**src/rtl/instr_fetch.sv**
```systemverilog
// ---------------------------------------------------------------------------
// instr_fetch
//
// Instruction fetch stage for the 4-bit accumulator core. Holds a small
// writable program memory and the program counter, presents one instruction
// at a time over a valid/ready handshake, accepts jump redirects from the
// core's branch logic and stops for good once a halt opcode is consumed.
//
// Parameters:
//   IMEM_DEPTH  program memory entries (must equal 2**PC_W)
//   PC_W        program counter width
//   INSTR_W     instruction width; top 4 bits opcode, low bits immediate
//   HALT_OP     opcode that halts fetch
//
// Ports:
//   clk          single clock, all state updates on the rising edge
//   reset        asynchronous, active-high reset
//   run          level-sensitive fetch enable
//   prog_we      program memory write strobe (honoured only in IDLE/HALT)
//   prog_addr    program memory write address
//   prog_data    program memory write data
//   instr        instruction presented to the core
//   instr_pc     address that instr was fetched from
//   instr_valid  instr is valid
//   instr_ready  core accepts instr
//   jmp_en       redirect request from the core
//   jmp_addr     redirect target
//   pc           current program counter (next or current fetch address)
//   halted       halt opcode has been consumed
// ---------------------------------------------------------------------------
module instr_fetch #(
  parameter int unsigned IMEM_DEPTH = 16,
  parameter int unsigned PC_W       = 4,
  parameter int unsigned INSTR_W    = 8,
  parameter logic [3:0]  HALT_OP    = 4'hF
) (
  input  logic               clk,
  input  logic               reset,
  input  logic               run,
  input  logic               prog_we,
  input  logic [PC_W-1:0]    prog_addr,
  input  logic [INSTR_W-1:0] prog_data,
  output logic [INSTR_W-1:0] instr,
  output logic [PC_W-1:0]    instr_pc,
  output logic               instr_valid,
  input  logic               instr_ready,
  input  logic               jmp_en,
  input  logic [PC_W-1:0]    jmp_addr,
  output logic [PC_W-1:0]    pc,
  output logic               halted
);

  typedef enum logic [1:0] {
    S_IDLE,
    S_FETCH,
    S_VALID,
    S_HALT
  } state_e;

  localparam logic [PC_W-1:0] PC_ONE = {{(PC_W-1){1'b0}}, 1'b1};

  state_e             state_q, state_d;
  logic [PC_W-1:0]    pc_q, pc_d;
  logic [PC_W-1:0]    instr_pc_q, instr_pc_d;
  logic [INSTR_W-1:0] instr_q, instr_d;
  logic               valid_q, valid_d;
  logic               halted_q, halted_d;

  logic [INSTR_W-1:0] mem [IMEM_DEPTH];
  logic [INSTR_W-1:0] rdata_q;

  logic               rd_en;
  logic               wr_en;
  logic               accept;
  logic               is_halt;

  // valid_q is only ever set in VALID, so the handshake alone identifies
  // a transfer; ready while nothing is valid does nothing.
  assign accept  = valid_q && instr_ready;
  assign is_halt = (instr_q[INSTR_W-1 -: 4] == HALT_OP);

  // Program writes are only safe when no fetch can be in flight.
  assign wr_en = prog_we && ((state_q == S_IDLE) || (state_q == S_HALT));

  // Next-state logic. Every transition into FETCH raises rd_en, and the
  // memory is addressed with pc_d, so the read for the new fetch address
  // is issued on the same edge that enters FETCH and its data is ready
  // for capture on the following edge.
  always_comb begin
    state_d    = state_q;
    pc_d       = pc_q;
    instr_pc_d = instr_pc_q;
    instr_d    = instr_q;
    valid_d    = valid_q;
    halted_d   = halted_q;
    rd_en      = 1'b0;

    case (state_q)
      S_IDLE: begin
        valid_d = 1'b0;
        if (run) begin
          rd_en   = 1'b1;
          state_d = S_FETCH;
        end
      end

      S_FETCH: begin
        if (jmp_en) begin
          // Redirect: the read already in flight is simply never captured.
          pc_d = jmp_addr;
          if (run) begin
            rd_en   = 1'b1;
            state_d = S_FETCH;
          end else begin
            state_d = S_IDLE;
          end
        end else begin
          instr_d    = rdata_q;
          instr_pc_d = pc_q;
          valid_d    = 1'b1;
          state_d    = S_VALID;
        end
      end

      S_VALID: begin
        if (accept && is_halt) begin
          // A consumed halt beats a simultaneous jump; pc stays put.
          valid_d  = 1'b0;
          halted_d = 1'b1;
          state_d  = S_HALT;
        end else if (jmp_en || accept) begin
          // A jump overrides the sequential increment, whether or not the
          // presented instruction was consumed on this edge.
          pc_d    = jmp_en ? jmp_addr : (pc_q + PC_ONE);
          valid_d = 1'b0;
          if (run) begin
            rd_en   = 1'b1;
            state_d = S_FETCH;
          end else begin
            state_d = S_IDLE;
          end
        end
      end

      S_HALT: begin
        valid_d  = 1'b0;
        halted_d = 1'b1;
      end

      default: begin
        state_d = S_IDLE;
      end
    endcase
  end

  // Control and output registers; asynchronous reset clears the handshake
  // immediately so instr_valid can drop mid-cycle.
  always_ff @(posedge clk or posedge reset) begin
    if (reset) begin
      state_q    <= S_IDLE;
      pc_q       <= '0;
      instr_pc_q <= '0;
      instr_q    <= '0;
      valid_q    <= 1'b0;
      halted_q   <= 1'b0;
    end else begin
      state_q    <= state_d;
      pc_q       <= pc_d;
      instr_pc_q <= instr_pc_d;
      instr_q    <= instr_d;
      valid_q    <= valid_d;
      halted_q   <= halted_d;
    end
  end

  // Program memory: contents survive reset, so it has no reset branch.
  always_ff @(posedge clk) begin
    if (wr_en) begin
      mem[prog_addr] <= prog_data;
    end
    if (rd_en) begin
      rdata_q <= mem[pc_d];
    end
  end

  assign instr       = instr_q;
  assign instr_pc    = instr_pc_q;
  assign instr_valid = valid_q;
  assign pc          = pc_q;
  assign halted      = halted_q;

endmodule
```
**config.mk**
```make
export PLATFORM = sky130hd
export DESIGN_NAME = instr_fetch
export DESIGN_NICKNAME = d
export VERILOG_FILES = /design/src/rtl/instr_fetch.sv
export SDC_FILE = /design/constraint.sdc
export NUM_CORES = 1
export LEC_CHECK = 0
export CORE_ASPECT_RATIO = 1.2
export CORE_MARGIN = 5
export CORE_UTILIZATION = 35
export CTS_CLUSTER_SIZE = 20
export DETAILED_ROUTE_END_ITERATION = 10
export PLACE_DENSITY = 0.48
export SETUP_SLACK_MARGIN = 0.2
export SLEW_MARGIN = 20
export SYNTH_ARGS = -nofsm -noshare
export SYNTH_HDL_FRONTEND = slang
export SYNTH_SLANG_ARGS = --single-unit
```
**constraint.sdc**
```tcl
create_clock -name clk -period 4.6 [get_ports clk]
set_clock_uncertainty 0.05 [all_clocks]
set_input_delay 0.92 -clock clk [delete_from_list [all_inputs] [get_ports clk]]
set_output_delay 0.92 -clock clk [all_outputs]
set_load 0.02 [all_outputs]
```
---- Yosys cells after proc, flatten, opt, wreduce, memory -nomap -nowiden ----
Memories as Yosys holds them, arrays and structs flattened. A register that Yosys moved wholly into a read port is not among the register bits.
Cells that the tools add are included.
cells by class
  bitwise gates (word level) .............. 1
  reduce and logical (&&, ||, !) cells .... 13
  multiplexer cells ....................... 24
  equal/unequal tests ..................... 8
  add/subtract/negate cells ............... 1
operators by type and width
  kind                   count
  $mux W4                4
  $mux W1                11
  $mux W2                4
  $pmux W4 S2            1
  $ne A2 B2 Y1 const B   3
  $pmux W1 S3            2
  $pmux W2 S3            1
  $reduce_and A2 Y1      3
  $add A4 B1 Y4 const B  1
  $eq A2 B2 Y1 const B   2
  $eq A4 B4 Y1 const B   1
  $logic_and A1 B1 Y1    3
  $ne A3 B3 Y1 const B   1
  $reduce_and A3 Y1      1
  $reduce_bool A3 Y1     1
  $eq A2 B1 Y1 const B   1
  $logic_not A2 Y1       1
  $logic_or A1 B1 Y1     2
  $pmux W1 S2            1
  $reduce_bool A2 Y1     1
  $reduce_or A2 Y1       1
  $not A1 Y1             1
word-level totals
  bits in writable memories ............... 128
  input port bits ......................... 22
  flip-flop bits (word level) ............. 20
  output and inout port bits .............. 18
  memories kept ........................... 1
  logic and storage cells ................. 54
memory list
  memory  depth  width  read ports  clocked after Yosys merged registers in  wr ports  line  RTL
  mem     16     8      1           1                                        1         69    logic [INSTR_W-1:0] mem [IMEM_DEPTH];

---- Depth between registers and ports, before layout ----
Gate-level depths: netlist of the first run.
  word-level depth ........................ 5
  gate-level depth with buffers ........... 13

---- Worst setup path after synthesis of the first run ----
No wires, ideal clock.
  kind .................................... input port to flip-flop
  start ................................... input port jmp_en
  end ..................................... register rdata_q[5], read port of mem, data pin
  arrival time ............................ 2.590 ns
  stages .................................. 10
  setup slack ............................. 1.699 ns
  path buffers ............................ 3
  required time ........................... 4.289 ns
  path through ............................ buf_2 buf_4 nor3b_1 nor2_1 a211oi_1 a221oi_4 buf_6 nand2_1 a221oi_1 a311o_1
on the way
  cells in the longest elaborated chain, start to end .. 4
  elaborated cells on any way between the ends .. 10
  classes of those cells .................. mux (9); reduce/logical (1)
ends and longest elaborated chain
  element                                        line      RTL
  start, declared                                47        input logic jmp_en,
  $mux W4 or $logic_or A1 B1 Y1 (tied branches)  134, 131
  $mux W4                                        131       end else if (jmp_en || accept) begin
  $mux W4                                        126       if (accept && is_halt) begin
  $pmux W4 S2 (*)                                98        case (state_q)
  net pc_d[2]                                    63        logic [PC_W-1:0] pc_q, pc_d;
  end, declared                                  70        logic [INSTR_W-1:0] rdata_q;
Mark *: on every way through the listed nets, which the timed path passes. The rest lies on a longest branch.
A chain may end at the register's enable or synchronous reset.

---- Final worst setup path of the first run ----
  start ................................... input port instr_ready
  end ..................................... register rdata_q[6], read port of mem, data pin
on the way
  cells in the longest elaborated chain, start to end .. 5
  elaborated cells on any way between the ends .. 9
  classes of those cells .................. mux (6); reduce/logical (3)
ends and longest elaborated chain
  element                                     line  RTL
  start, declared                             46    input logic instr_ready,
  $logic_and A1 B1 Y1 (*)                     79    assign accept = valid_q && instr_ready;
  $logic_or A1 B1 Y1                          131
  $mux W1 or $mux W4 (tied branches)          131
  $mux W1 or $mux W4 (tied branches)          126
  $pmux W1 S3 or $pmux W4 S2 (tied branches)  98
Mark *: on every way between the ends. The rest lies on a longest branch, timed or not.

==> reports/qor.txt, run 1 <==
outcome -> finished clean
DRC -> 0
Post-Syn Area -> 6710 um^2
WS Path Type -> in2reg
Crit path largest cell delay -> 0.51 ns
Seq/Total Area, Yosys -> 68.4%
gate count of the mapped netlist -> 527
CTS tree -> done
initial antenna violation count -> 0
Die W -> 136 um
drt initial violations -> 402
Die Y-Extent -> 162 um
post-synthesis adder-cell area fraction -> 1.12%
crit-path cells -> clkdlybuf4s50_1 > and2_1 > nand4_1 > a221o_1 > and2_1 > clkinv_4 > nand3_1 > a32o_1 > a311o_1
Max transition margin -> 31.9%
hold slack -> 0.421 ns
GRT Overall Usage -> 15.9%
syn_nets -> 555
CP Max Fanout -> 18
crit path launch type -> primary input
Hold Crit Class -> reg2reg
CTS Buffer Depth -> 2
Least-Margin Pin Slew -> 1.01 ns
max-slew violation count -> 0
post-synthesis compound-gate area fraction -> 12.0%
RSZ-0062 raised after global routing -> no
Clock transition at path regs -> 0.06 ns
most frequent CP cell -> and2_1
Antenna Cells -> 0
dpl hpwl -> 11300 um
layout cell share with drive strength beyond 1 -> 10.4%
most common cell after layout, fill and taps aside -> edfxtp_1
Synthesis Warnings -> 0
P&R area growth vs syn -> 18.9%
mux share of post-synthesis cell area -> 1.36%
Unique masters post-synth -> 52
Hold Violations, Final -> 0
period utilisation layout -> 75.1%
global-route wire length before repair -> 26100 um
largest net degree at the start of global routing -> 33
WL per Instance -> 20.1 um
Starting Density -> 35.6%
slowest stage cell, crit path -> clkdlybuf4s50_1
Worst-Skew Late Latency -> 0.42 ns
Yosys reg bits -> 156
Most used DFF post-synth -> edfxtp_1
worst setup margin -> 1.14 ns
Final Wtd Congestion -> 0.866
CTS buffer count -> 17
overall routed net length -> 16800 um
DIE AREA -> 22000 um^2
number of flops mapped to enable cells by yosys -> 136
xor/xnor share of the synthesized area -> 0.131%
Layout Cells excl Fill -> 835
worst vdd ir -> 0.000254 V
Final Core Density -> 42.3%
main combinational cell family by area after synthesis -> simple AND/OR/NAND/NOR gates
Synth Area in Simple Gates -> 13.7%
cts hold-fix bufs -> 0
post-layout min period -> 3.46 ns
Nets -> 594
Vias/cell -> 5.32
power density over cell area -> 652 nW/um^2
endpoint type of the worst setup path -> flip-flop
Top Ports -> 40
Port Buffers -> 39
# Post-CTS Setup Buffers -> 0
Lkg Pwr -> 2.81 nW
Async S/R FF share, synth -> 12.8%
vias in the first global route -> 4355
critical path arrival -> 3.57 ns
ANT nets after route -> 0
post-CTS sizing -> 0
DR vias -> 4441
commonest cells after routing, fill and taps aside -> edfxtp_1 (136), nand2_1 (87), nand3_1 (66)
Post-Place Cells -> 803
First-pass DRT Iterations -> 6
Max Cap Viol -> 0
H-tree Lvls -> 4
GRT Residual Overflow -> 0
Fin Setup TNS -> 0 ns
Worst EP required -> 4.72 ns
Mean Syn Cell Area -> 12.7 um^2
clk sinks -> 156
FMAX -> 289 MHz
worst slack, placed -> 0.721 ns
Setup violations, final -> 0
core area -> 18900 um^2
Row Count -> 55
clk root buf -> clkbuf_16
[metal layers]
metal  share of wire (%)  GRT usage, %  wire length, um
met1                  45          21.6             7510
met2                  47          24.4             7920
met3                 6.0          4.21             1010
met4                 2.2          6.05              377
met5                   0             0                0
[flip-flops by register name (all words and copies together) (netlist names)]
| signal | cells |
|---|---|
| instr_pc | 4 |
| pc | 4 |
| state_q | 2 |
| instr | 8 |
| halted | 1 |
| rdata_q | 8 |
| instr_valid | 1 |
| mem | 128 |
[final cells by class]
class	instances	area, um^2
Fill cell	1797	10900
Timing Repair Buffer	53	520
Multi-Input combinational cell	330	1920
Clock buffer	18	429
Inverter	8	35.0
Clock inverter	14	166
Sequential cell	156	4580
Tap cell	256	320
[cells by family (layout without fill, tap and decap cells)]
logic type / count (synthesis) / after routing
and+or+nand+nor: 202 / 202
DFF: 156 / 156
AOI/OAI and AO/OA: 112 / 112
buffers and inverters: 41 / 93
muxes: 9 / 9
adders and majority gates: 6 / 6
xor gates and xnor gates: 1 / 1
[synthesized netlist by cell type, drive strengths merged, types with 3 or more instances]
library cell	n	area, um^2
edfxtp	136	4080
nand2	87	327
nand3	66	330
o21ai	34	170
a21oi	25	125
nor2	23	96.4
dfrtp	20	500
clkbuf	19	71.3
buf	14	113
a221oi	11	131
a32o	9	90.1
a311o	8	80.1
a311oi	8	70.1
mux2i	8	80.1
inv	7	26.3
ha	6	75.1
nor3	6	30.0
nand2b	4	25.0
a21boi	3	22.5
and2	3	18.8
nand4	3	18.8
nor2b	3	18.8
o31ai	3	22.5
[where the power goes]
group          leakage, nW  total [mW]  internal [mW]  switching (mW)
clock                0.291        1.42          0.855           0.562
sequential            1.48        1.82           1.72          0.0958
combinational         1.04        1.97          0.719            1.25
total                 2.81        5.20           3.29            1.90
[path summary, 6_finish.rpt]
| kind | start | end | slack, ns | cells past startpoint |
|---|---|---|---|---|
| max reg2reg | state_q[0] | rdata_q[5] | 1.23 | 10 |
| min reg2reg | instr[2] | instr[2] | 0.42 | 2 |
| min in group asynchronous | reset | instr[3] | 0.92 | 2 |
| max | instr_ready | rdata_q[6] | 1.14 | 9 |
| max in group asynchronous | reset | pc[1] | 3.07 | 2 |
| min | instr[2] | instr[2] | 0.42 | 2 |
[through the flow]
step	instance area, um^2	power [mW]
2_1_floorplan	6710	3.14
3_3_place_gp	7370	3.80
3_5_place_dp	7370	3.81
4_1_cts	7970	5.22
5_1_grt	7980	5.48
6_report	7980	5.20
[critical path: cells and delay by family]
family                 cells  cell delay [ns]
AO/OA/AOI/OAI              3             0.94
buffers and inverters      2             0.77
AND/OR/NAND/NOR            4             0.94
No activity file was read; power rests on OpenSTA's default activity.
==> inputs of run 2 (changes only) <==
Settings changed: PLACE_DENSITY 0.48 to 0.5.
Clock period 4.6 ns to 3 ns, I/O delays scaled along.
==> reports/qor.txt, run 2 (synthesis results as in run 1) <==
Max Cap Viol -> 0
Row Count -> 55
power density over cell area -> 1040 nW/um^2
First-pass DRT Iterations -> 5
vias in the first global route -> 4852
commonest cells after routing, fill and taps aside -> edfxtp_1 (136), nand2_1 (86), buf_4 (73)
WL per Instance -> 20.0 um
H-tree Lvls -> 4
FILL cells -> 1707
slowest stage cell, crit path -> dfrtp_1
Final Wtd Congestion -> 0.814
Hold Crit Class -> reg2reg
Port Buffers -> 39
CP Max Fanout -> 8
CTS Buffer Depth -> 2
Internal Power -> 5.84 mW
max reg flops -> 128
DR vias -> 4840
crit path launch type -> flip-flop
sw power -> 3.51 mW
FMAX -> 347 MHz
worst vdd ir -> 0.000458 V
worst setup margin -> 0.121 ns
Crit path largest cell delay -> 0.43 ns
drt initial violations -> 387
layout cell share with drive strength beyond 1 -> 26.4%
worst r2r src -> state_q[1]
worst-case reg-to-reg path depth -> 13
Critical path buffers and inverters -> 5
Clock Power Share -> 23.0%
Worst Hold Depth -> 2
DIE AREA -> 22000 um^2
Combinational Power Share -> 47.2%
Tot Pwr -> 9.35 mW
CTS tree -> done
P&R area growth vs syn -> 33.5%
Hold Path End -> instr[7]
Max transition margin -> 43.6%
critical path arrival -> 3.00 ns
Sw Ratio -> 37.6%
Clock transition at path regs -> 0.07 ns
Setup violations, final -> 0
largest net degree at the start of global routing -> 33
crit-path cells -> buf_6 > ha_4 > buf_6 > o21a_1 > o31ai_2 > a221o_1 > and2_4 > buf_4 > clkbuf_16 > a311oi_1 > buf_4 > a32o_2 > a311o_1
Least-Margin Pin Slew -> 0.843 ns
most common cell after layout, fill and taps aside -> edfxtp_1
Antenna Cells -> 0
Biggest register -> mem
delay-heaviest family, CP -> compound AO/OA/AOI/OAI gates
Starting Density -> 35.6%
Top Ports -> 40
hold path start -> rdata_q[7]
Vias/cell -> 5.27
post-layout min period -> 2.88 ns
WS Path Type -> reg2reg
Reg2Reg Setup Slack -> 0.12 ns
Post-Place Cells -> 859
initial antenna violation count -> 0
clk sinks -> 156
Hold Violations, Final -> 0
GRT Overall Usage -> 16.8%
core area -> 18900 um^2
RSZ-0062 raised after global routing -> yes
GRT Residual Overflow -> 0
overall routed net length -> 18300 um
Layout Cells excl Fill -> 918
FF-to-FF End -> rdata_q[2]
outcome -> finished clean
Die W -> 136 um
CTS buffer count -> 17
endpoint type of the worst setup path -> flip-flop
worst slack, placed -> -0.474 ns
Worst EP required -> 3.12 ns
cts hold-fix bufs -> 0
max-slew violation count -> 0
Seq pwr share -> 29.8%
Lkg Pwr -> 3.36 nW
dpl hpwl -> 11800 um
ANT nets after route -> 0
Nets -> 677
global-route wire length before repair -> 27600 um
Worst-Skew Late Latency -> 0.43 ns
Die Y-Extent -> 162 um
period utilisation layout -> 96.0%
clk root buf -> clkbuf_16
DRC -> 0
-- run 2: metrics by stage --
stage	util (%)	setup TNS, ns	cell area (um^2)	hold slack [ns]
floorplan	-	0	6710	0.365
global placement	41.7	-3.17	7870	0.399
detailed placement	41.7	-3.04	7870	0.396
CTS	46.0	0	8670	0.412
global route	47.5	0	8960	0.443
finish	47.5	0	8960	0.409
-- run 2: area by class of cell --
cell class / count / area, um^2 / share of cell area [%]
Timing Repair inverter: 2 / 20.0 / 0.224
Inverter: 8 / 47.5 / 0.531
Clock buffer: 17 / 425 / 4.75
Multi-Input combinational cell: 330 / 2070 / 23.1
Sequential cell: 156 / 4590 / 51.2
Clock inverter: 15 / 186 / 2.08
Tap cell: 256 / 320 / 3.58
Timing Repair Buffer: 134 / 1300 / 14.5
-- run 2: per-layer routing --
layer / up-vias / global-route usage (%) / part of all wire (%)
li1: 2245 / - / -
met1: 2416 / 21.3 / 43
met2: 149 / 27.8 / 50
met3: 30 / 3.52 / 4.9
met4: 0 / 7.01 / 2.4
met5: - / 0 / 0
-- run 2: worst register-to-register path, delay by kind of cell (launching register included) --
kind | cells | cell delay (ns)
fa+ha+maj | 1 | 0.18
compound gates | 6 | 1.10
flops | 1 | 0.43
simple gates | 1 | 0.18
buf+inv | 5 | 0.69
-- run 2: power groups by stage --
stage	registers (mW)	clock network, mW	logic [mW]
after CTS	2.78	2.18	3.88
after floorplan	2.90	0	1.92
final	2.79	2.15	4.41
after global placement	2.82	0	3.51
after detailed placement	2.82	0	3.51
after global routing	2.81	2.28	4.74
-- run 2: repair_timing --
item | in CTS | in global routing
cloned | 1 | 4
gates resized for setup | 28 | 34
endpoints found under the setup margin | 8 | 8
buffers inserted | 9 | 13
pin swaps | 3 | 9
endpoints found under the hold margin | 0 | 0
-- run 2: worst max-delay path by stage --
stage                            from          to  depth (start not counted)
after global routing       state_q[1]  rdata_q[6]                         14
after CTS                  state_q[1]  rdata_q[2]                         11
final                      state_q[1]  rdata_q[2]                         13
after floorplan            state_q[0]  rdata_q[0]                         10
after global placement    instr_ready  rdata_q[2]                         11
after detailed placement  instr_ready  rdata_q[2]                         11
